$ cat config.mk
export PLATFORM = sky130hd
export DESIGN_NAME = id_stage_pipe_flat
export DESIGN_NICKNAME = d
export VERILOG_FILES = /design/src/rtl/id_stage_if.sv /design/src/rtl/id_stage_pipe.sv /design/src/flat_wrapper.sv
export SDC_FILE = /design/constraint.sdc
export NUM_CORES = 2
export LEC_CHECK = 0
export CORE_ASPECT_RATIO = 1.25
export CORE_UTILIZATION = 50
export DETAILED_ROUTE_END_ITERATION = 10
export DONT_BUFFER_PORTS = 1
export GPL_ROUTABILITY_DRIVEN = 0
export PLACE_DENSITY_LB_ADDON = 0.3
export SYNTH_ARGS = -nofsm -noshare
export SYNTH_HDL_FRONTEND = slang
export SYNTH_SLANG_ARGS = --single-unit
$ cat constraint.sdc
create_clock -name clk -period 4 [get_ports clk]
set_input_delay 0 -clock clk [delete_from_list [all_inputs] [get_ports clk]]
set_output_delay 0 -clock clk [all_outputs]
set_load 0.05 [all_outputs]
$ cat src/rtl/id_stage_if.sv
// Purpose : IF/ID, WB and ID/EX signal bundle for the decode stage (slave = decode stage side).
// Latency : n/a (wires only).
// Backpressure: stall_if from the stage back to IF; ex_hold/ex_flush into the stage from EX.
// Ports   : id_instr/id_valid (IF->ID), wb_wen/wb_waddr/wb_wdata (WB write port),
//           ex_flush/ex_hold (EX control), stall_if, ex_valid/ex_instr/ex_rs_data/ex_rt_data/ex_dest/ex_ctrl.
interface id_stage_if #(
    parameter int DATA_W = 32,
    parameter int ADDR_W = 5
);
    logic [31:0]       id_instr;
    logic              id_valid;
    logic              wb_wen;
    logic [ADDR_W-1:0] wb_waddr;
    logic [DATA_W-1:0] wb_wdata;
    logic              ex_flush;
    logic              ex_hold;
    logic              stall_if;
    logic              ex_valid;
    logic [31:0]       ex_instr;
    logic [DATA_W-1:0] ex_rs_data;
    logic [DATA_W-1:0] ex_rt_data;
    logic [ADDR_W-1:0] ex_dest;
    logic [20:0]       ex_ctrl;

    // Driven by the surrounding pipeline (IF, WB, EX).
    modport master (
        output id_instr, id_valid, wb_wen, wb_waddr, wb_wdata, ex_flush, ex_hold,
        input  stall_if, ex_valid, ex_instr, ex_rs_data, ex_rt_data, ex_dest, ex_ctrl
    );

    // The decode stage itself.
    modport slave (
        input  id_instr, id_valid, wb_wen, wb_waddr, wb_wdata, ex_flush, ex_hold,
        output stall_if, ex_valid, ex_instr, ex_rs_data, ex_rt_data, ex_dest, ex_ctrl
    );
endinterface

$ cat src/rtl/id_stage_pipe.sv
// Purpose : decode stage: register file with WB write-through, instruction decode, load-use
//           hazard detection, and the ID/EX pipeline register.
// Latency : 1 cycle ID->EX; a load-use hazard inserts exactly one bubble.
// Backpressure: stall_if holds IF on ex_hold or load-use (never during ex_flush); ex_hold freezes ID/EX.
// Ports   : clk, rst (sync, active high), bus (id_stage_if.slave, see interface file).
module id_stage_pipe #(
    parameter int DATA_W   = 32,
    parameter int NUM_REGS = 32,
    parameter int ADDR_W   = 5
) (
    input  logic     clk,
    input  logic     rst,
    id_stage_if.slave bus
);

    typedef struct packed {
        logic       write_rd;
        logic       ldic;
        logic       is_sign_ex;
        logic       immed;
        logic [3:0] alu_ctrl;
        logic       is_jump;
        logic       is_jr;
        logic       rs_read;
        logic       rt_read;
        logic       mem_ren;
        logic       mem_wen;
        logic       lw;
        logic       link;
        logic       reg_wen;
        logic       str_ccnt;
        logic       str_icnt;
        logic       stp_cnt;
        logic       inc_instr;
    } ctrl_t;

    localparam logic [3:0] ALU_AND = 4'b0000;
    localparam logic [3:0] ALU_OR  = 4'b0001;
    localparam logic [3:0] ALU_ADD = 4'b0010;
    localparam logic [3:0] ALU_SUB = 4'b0110;
    localparam logic [3:0] ALU_SLT = 4'b0111;

    logic [DATA_W-1:0] rf [NUM_REGS];

    logic [31:0]       instr;
    logic [5:0]        opcode;
    logic [5:0]        funct;
    logic [ADDR_W-1:0] rs_idx;
    logic [ADDR_W-1:0] rt_idx;
    logic [ADDR_W-1:0] rd_idx;
    logic [ADDR_W-1:0] dest;
    logic [DATA_W-1:0] rs_data;
    logic [DATA_W-1:0] rt_data;
    ctrl_t             dec;
    logic              luh;

    logic              ex_valid_q;
    logic [31:0]       ex_instr_q;
    logic [DATA_W-1:0] ex_rs_q;
    logic [DATA_W-1:0] ex_rt_q;
    logic [ADDR_W-1:0] ex_dest_q;
    ctrl_t             ex_ctrl_q;

    assign instr  = bus.id_instr;
    assign opcode = instr[31:26];
    assign funct  = instr[5:0];
    assign rs_idx = instr[21 +: ADDR_W];
    assign rt_idx = instr[16 +: ADDR_W];
    assign rd_idx = instr[11 +: ADDR_W];

    // Shift-amount field is not used by any supported instruction.
    logic unused_shamt;
    assign unused_shamt = ^instr[10:6];

    // Register file reads; a same-cycle WB write to the source is forwarded.
    always_comb begin
        rs_data = '0;
        if (rs_idx != '0) begin
            if (bus.wb_wen && bus.wb_waddr == rs_idx) rs_data = bus.wb_wdata;
            else                                      rs_data = rf[rs_idx];
        end
    end

    always_comb begin
        rt_data = '0;
        if (rt_idx != '0) begin
            if (bus.wb_wen && bus.wb_waddr == rt_idx) rt_data = bus.wb_wdata;
            else                                      rt_data = rf[rt_idx];
        end
    end

    always_ff @(posedge clk) begin
        if (rst) begin
            for (int i = 0; i < NUM_REGS; i++) rf[i] <= '0;
        end else if (bus.wb_wen && bus.wb_waddr != '0) begin
            rf[bus.wb_waddr] <= bus.wb_wdata;
        end
    end

    // Instruction decode; unrecognised encodings decode to all-zero control.
    always_comb begin
        dec = '0;
        case (opcode)
            6'h00: begin
                dec.write_rd  = 1'b1;
                dec.rs_read   = 1'b1;
                dec.rt_read   = 1'b1;
                dec.reg_wen   = 1'b1;
                dec.inc_instr = 1'b1;
                case (funct)
                    6'h20: dec.alu_ctrl = ALU_ADD;
                    6'h22: dec.alu_ctrl = ALU_SUB;
                    6'h24: dec.alu_ctrl = ALU_AND;
                    6'h25: dec.alu_ctrl = ALU_OR;
                    6'h2A: dec.alu_ctrl = ALU_SLT;
                    6'h08: begin
                        dec           = '0;
                        dec.is_jr     = 1'b1;
                        dec.rs_read   = 1'b1;
                        dec.inc_instr = 1'b1;
                    end
                    default: dec = '0;
                endcase
            end
            6'h08: begin // addi
                dec.is_sign_ex = 1'b1; dec.immed = 1'b1; dec.alu_ctrl = ALU_ADD;
                dec.rs_read = 1'b1; dec.reg_wen = 1'b1; dec.inc_instr = 1'b1;
            end
            6'h0C: begin // andi
                dec.immed = 1'b1; dec.alu_ctrl = ALU_AND;
                dec.rs_read = 1'b1; dec.reg_wen = 1'b1; dec.inc_instr = 1'b1;
            end
            6'h0D: begin // ori
                dec.immed = 1'b1; dec.alu_ctrl = ALU_OR;
                dec.rs_read = 1'b1; dec.reg_wen = 1'b1; dec.inc_instr = 1'b1;
            end
            6'h0F: begin // lui
                dec.ldic = 1'b1; dec.immed = 1'b1; dec.reg_wen = 1'b1; dec.inc_instr = 1'b1;
            end
            6'h23: begin // lw
                dec.is_sign_ex = 1'b1; dec.immed = 1'b1; dec.alu_ctrl = ALU_ADD;
                dec.rs_read = 1'b1; dec.mem_ren = 1'b1; dec.lw = 1'b1;
                dec.reg_wen = 1'b1; dec.inc_instr = 1'b1;
            end
            6'h2B: begin // sw
                dec.is_sign_ex = 1'b1; dec.immed = 1'b1; dec.alu_ctrl = ALU_ADD;
                dec.rs_read = 1'b1; dec.rt_read = 1'b1; dec.mem_wen = 1'b1; dec.inc_instr = 1'b1;
            end
            6'h04: begin // beq
                dec.is_sign_ex = 1'b1; dec.alu_ctrl = ALU_SUB;
                dec.rs_read = 1'b1; dec.rt_read = 1'b1; dec.inc_instr = 1'b1;
            end
            6'h02: begin // j
                dec.is_jump = 1'b1; dec.inc_instr = 1'b1;
            end
            6'h03: begin // jal
                dec.is_jump = 1'b1; dec.link = 1'b1; dec.reg_wen = 1'b1; dec.inc_instr = 1'b1;
            end
            6'h30: begin dec.str_ccnt = 1'b1; dec.inc_instr = 1'b1; end
            6'h31: begin dec.str_icnt = 1'b1; dec.inc_instr = 1'b1; end
            6'h32: begin dec.stp_cnt  = 1'b1; dec.inc_instr = 1'b1; end
            default: dec = '0;
        endcase
    end

    always_comb begin
        if (dec.link)          dest = ADDR_W'(NUM_REGS - 1);
        else if (dec.write_rd) dest = rd_idx;
        else                   dest = rt_idx;
    end

    // A load in EX whose result is needed now: its data only exists after MEM.
    assign luh = bus.id_valid && ex_valid_q && ex_ctrl_q.lw && (ex_dest_q != '0) &&
                 ((dec.rs_read && rs_idx == ex_dest_q) || (dec.rt_read && rt_idx == ex_dest_q));

    // A flush redirects IF, so holding it would fight the redirect.
    assign bus.stall_if = !bus.ex_flush && (bus.ex_hold || luh);

    always_ff @(posedge clk) begin
        if (rst) begin
            ex_valid_q <= 1'b0;
            ex_instr_q <= '0;
            ex_rs_q    <= '0;
            ex_rt_q    <= '0;
            ex_dest_q  <= '0;
            ex_ctrl_q  <= '0;
        end else if (bus.ex_flush) begin
            ex_valid_q <= 1'b0;
            ex_ctrl_q  <= '0;
        end else if (bus.ex_hold) begin
            ex_valid_q <= ex_valid_q;
        end else if (luh) begin
            ex_valid_q <= 1'b0;
            ex_ctrl_q  <= '0;
        end else begin
            ex_valid_q <= bus.id_valid;
            ex_instr_q <= instr;
            ex_rs_q    <= rs_data;
            ex_rt_q    <= rt_data;
            ex_dest_q  <= dest;
            ex_ctrl_q  <= bus.id_valid ? dec : ctrl_t'('0);
        end
    end

    assign bus.ex_valid   = ex_valid_q;
    assign bus.ex_instr   = ex_instr_q;
    assign bus.ex_rs_data = ex_rs_q;
    assign bus.ex_rt_data = ex_rt_q;
    assign bus.ex_dest    = ex_dest_q;
    assign bus.ex_ctrl    = ex_ctrl_q;

endmodule

$ cat src/flat_wrapper.sv
// flat-port wrapper written by rule: the top's interface ports become plain ports
module id_stage_pipe_flat 
#(
    parameter int DATA_W   = 32,
    parameter int NUM_REGS = 32,
    parameter int ADDR_W   = 5
)
  (clk, rst, bus_id_instr, bus_id_valid, bus_wb_wen, bus_wb_waddr, bus_wb_wdata, bus_ex_flush, bus_ex_hold, bus_stall_if, bus_ex_valid, bus_ex_instr, bus_ex_rs_data, bus_ex_rt_data, bus_ex_dest, bus_ex_ctrl);
  id_stage_if #(.DATA_W(DATA_W), .ADDR_W(ADDR_W)) bus_i ();
  input  logic clk;
  input  logic rst;
  input wire logic [$bits(bus_i.id_instr)-1:0] bus_id_instr;
  input wire logic [$bits(bus_i.id_valid)-1:0] bus_id_valid;
  input wire logic [$bits(bus_i.wb_wen)-1:0] bus_wb_wen;
  input wire logic [$bits(bus_i.wb_waddr)-1:0] bus_wb_waddr;
  input wire logic [$bits(bus_i.wb_wdata)-1:0] bus_wb_wdata;
  input wire logic [$bits(bus_i.ex_flush)-1:0] bus_ex_flush;
  input wire logic [$bits(bus_i.ex_hold)-1:0] bus_ex_hold;
  output wire logic [$bits(bus_i.stall_if)-1:0] bus_stall_if;
  output wire logic [$bits(bus_i.ex_valid)-1:0] bus_ex_valid;
  output wire logic [$bits(bus_i.ex_instr)-1:0] bus_ex_instr;
  output wire logic [$bits(bus_i.ex_rs_data)-1:0] bus_ex_rs_data;
  output wire logic [$bits(bus_i.ex_rt_data)-1:0] bus_ex_rt_data;
  output wire logic [$bits(bus_i.ex_dest)-1:0] bus_ex_dest;
  output wire logic [$bits(bus_i.ex_ctrl)-1:0] bus_ex_ctrl;
  assign bus_i.id_instr = bus_id_instr;
  assign bus_i.id_valid = bus_id_valid;
  assign bus_i.wb_wen = bus_wb_wen;
  assign bus_i.wb_waddr = bus_wb_waddr;
  assign bus_i.wb_wdata = bus_wb_wdata;
  assign bus_i.ex_flush = bus_ex_flush;
  assign bus_i.ex_hold = bus_ex_hold;
  assign bus_stall_if = bus_i.stall_if;
  assign bus_ex_valid = bus_i.ex_valid;
  assign bus_ex_instr = bus_i.ex_instr;
  assign bus_ex_rs_data = bus_i.ex_rs_data;
  assign bus_ex_rt_data = bus_i.ex_rt_data;
  assign bus_ex_dest = bus_i.ex_dest;
  assign bus_ex_ctrl = bus_i.ex_ctrl;
  id_stage_pipe #(.DATA_W(DATA_W), .NUM_REGS(NUM_REGS), .ADDR_W(ADDR_W)) u_core (.clk(clk), .rst(rst), .bus(bus_i));
endmodule
==> reports/results.ini <==
[timing]
worst_hold_slack_ns=0.0409
slew_violations=0
timing.final.crit_share_pct=91.3
hold_viol=0
fin_setup_tns_ns=0
slew_headroom_pct=9.74
finalSetupViolCount=0
clock_skew_ns=0.0190
tightest_slew_ns=1.35
max_freq_ghz=0.274
fin_crit_ns=3.65
rsz0062_at_grt=false

[hold_path]
worst_hold_path_type=primary input to flip-flop
holdPathStages=1

[global_route]
grt_pass1_vias=39109
overflow=0
grt_max_degree=265
grtUsageTotal_pct=33.2
antenna_found_initial=8
grt_pass1_wl_mm=285

[pwr]
comb_power_share_pct=10.7
p_clk_share_pct=38.2
power_leakage_nw=22.7
p_int_mw=21.2
switchingPower_mw=7.10
seqPwrFrac_pct=51.1
power_density_nw_per_um2=427
peakVddDrop_mv=0.339
p_sw_share_pct=25.1

[synth]
synth_top_area_share_pct=51.3
yosysWarnings=0
async_flop_share_pct=0
synth.most_common_cell=and2_1
synthTopCellsByCount=1,028 x and2_1, 1,024 x edfxtp_1, 481 x mux4_2
yosysSeqAreaShare_pct=55.4
syn_area_um2=59900
avgSynthCellArea_um2=14.4
synth_area_leaders=edfxtp_1 51%, mux4_2 18%, and2_1 11%, dfxtp_1 4.0%, mux2i_1 2.8%
synth_top_area_cell=edfxtp_1
ys.flop_type=edfxtp_1
synth_edf_count=1024
ys_ff_latch=1145
synthCells=4168
yosys.cell_types.count=68

[setup_path]
path_class=flip-flop to flip-flop
cp-end-kind=flip-flop
critPathArrivalTime_ns=4.32
critPathMaxFanout=34
path_cells=nor3_1, nand2_1, a41oi_1, a32o_1, buf_4, o21ai_0, dlygate4sd3_1, a21oi_1, dlygate4sd3_1
critPathLaunchType=flip-flop
ff2ff_path_depth=9
worst_path_most_repeated_cell=dlygate4sd3_1
required_ns=4.67
critPathMaxStageDelay_ns=0.60
slowest_stage=dlygate4sd3_1

[job]
max_cap_violations=0

[cts]
path_clk_slew_ns=0.06
numCtsBuffers=110
root_buffer=clkbuf_16
clockBufferDepth=3
cts_sinks=1145
cts_setup_buffers=0
clk_latency_ns=0.74
h-tree-depth=3
tritoncts=yes
postCtsHoldBufs=142
cts_resized=0

[floorplan]
coreArea_um2=119000
dieArea_um2=121000
num_rows=141
ios=199
initial_core_util_pct=50.5
die_h_um=389
die_w_um=312

[status]
status=finished clean

[placement]
dp_hpwl_mm=111
io_buffers=0

[final_layout]
area_delta_synth_final_pct=10.8
fin_nets=4181
drive_gt1_share_pct=21.3

[route]
drt-initial-drc-count=5772
wl_mm=203
drt_pass1_iterations=6
dr_total_vias=39545
wire_per_inst_um=35.1
ant_nets=0
drc=0
vias_per_cell=6.84

-- final timing paths --
check / slack [ns] / start / end
max reg2reg: 0.35 / u_core.bus.ex_dest[4] / u_core.bus.ex_instr[15]
max: 0.35 / u_core.bus.ex_dest[4] / u_core.bus.ex_instr[15]
min reg2reg: 0.71 / u_core.bus.ex_ctrl[19] / u_core.bus.ex_ctrl[19]
min: 0.04 / rst / u_core.rf[21][29]
-- cells in the final DEF, fill, tap and decap left out, drive strengths merged, types with 65 or more instances in the layout --
master       synthesis  routed
clkbuf             299     162
edfxtp            1024    1024
a21oi               84      84
o22ai               65      65
dfxtp              121     121
mux2i              167     167
nor2                86      86
buf                146     118
dlygate4sd3          0     121
and2              1029    1029
mux4               481     481
inv                 61      65
-- cell families after synthesis --
family	synth area share, %
multiplexers	21.5
other	0.00626
buffers and inverters	3.63
XOR/XNOR	0.307
AO/OA/AOI/OAI	5.81
AND/OR/NAND/NOR	13.4
flip-flops	55.4
-- power by group through the flow --
stage | sequential, mW | clock [mW] | combinational, mW
after floorplan | 14.5 | 0 | 2.19
after global placement | 14.7 | 0 | 2.49
after detailed placement | 14.7 | 0 | 2.52
after CTS | 14.5 | 10.8 | 2.95
after global routing | 14.5 | 11.2 | 3.12
final | 14.5 | 10.8 | 3.04
-- worst max-delay path: cells and delay by family, from the launching register on --
family,cells,cell delay (ns)
buffers and inverters,3,1.60
AOI/OAI and AO/OA,4,1.05
and+or+nand+nor,2,0.38
DFF,1,0.53
-- routing by layer --
metal | track usage [%] | routed length (um)
met1 | 41.2 | 69800
met2 | 52.9 | 95300
met3 | 9.38 | 25700
met4 | 17.6 | 12200
met5 | 0 | 0
-- state kept, by name, summed over array words and instances (netlist names) --
| name | cells |
|---|---|
| u_core.bus.ex_ctrl | 19 |
| u_core.rf | 1024 |
| u_core.bus.ex_rs_data | 32 |
| u_core.bus.ex_instr | 32 |
| u_core.bus.ex_rt_data | 32 |
| u_core.bus.ex_dest | 5 |
| u_core.bus.ex_valid | 1 |
-- stage by stage --
step           power (mW)  cells  utilization (%)  area (um2)  setup WS [ns]
4_1_cts              28.2   5774             56.0       66400          0.595
6_report             28.3   5783             56.0       66400          0.347
3_5_place_dp         17.2   5425             51.5       61100           1.15
3_3_place_gp         17.2   5425             51.5       61100           1.20
2_1_floorplan        16.7   4200                -       60000           1.57
5_1_grt              28.9   5777             56.0       66400          0.305
-- layout make-up --
class,count,area [um2]
Tap cell,1573,1970
Antenna cell,9,22.5
Multi-Input combinational cell,2549,24900
Clock inverter,45,443
Inverter,61,229
Timing Repair Buffer,239,2420
Clock buffer,162,3230
Fill cell,9221,52100
Sequential cell,1145,33200
Note: power is estimated with default switching activity, not from simulation.
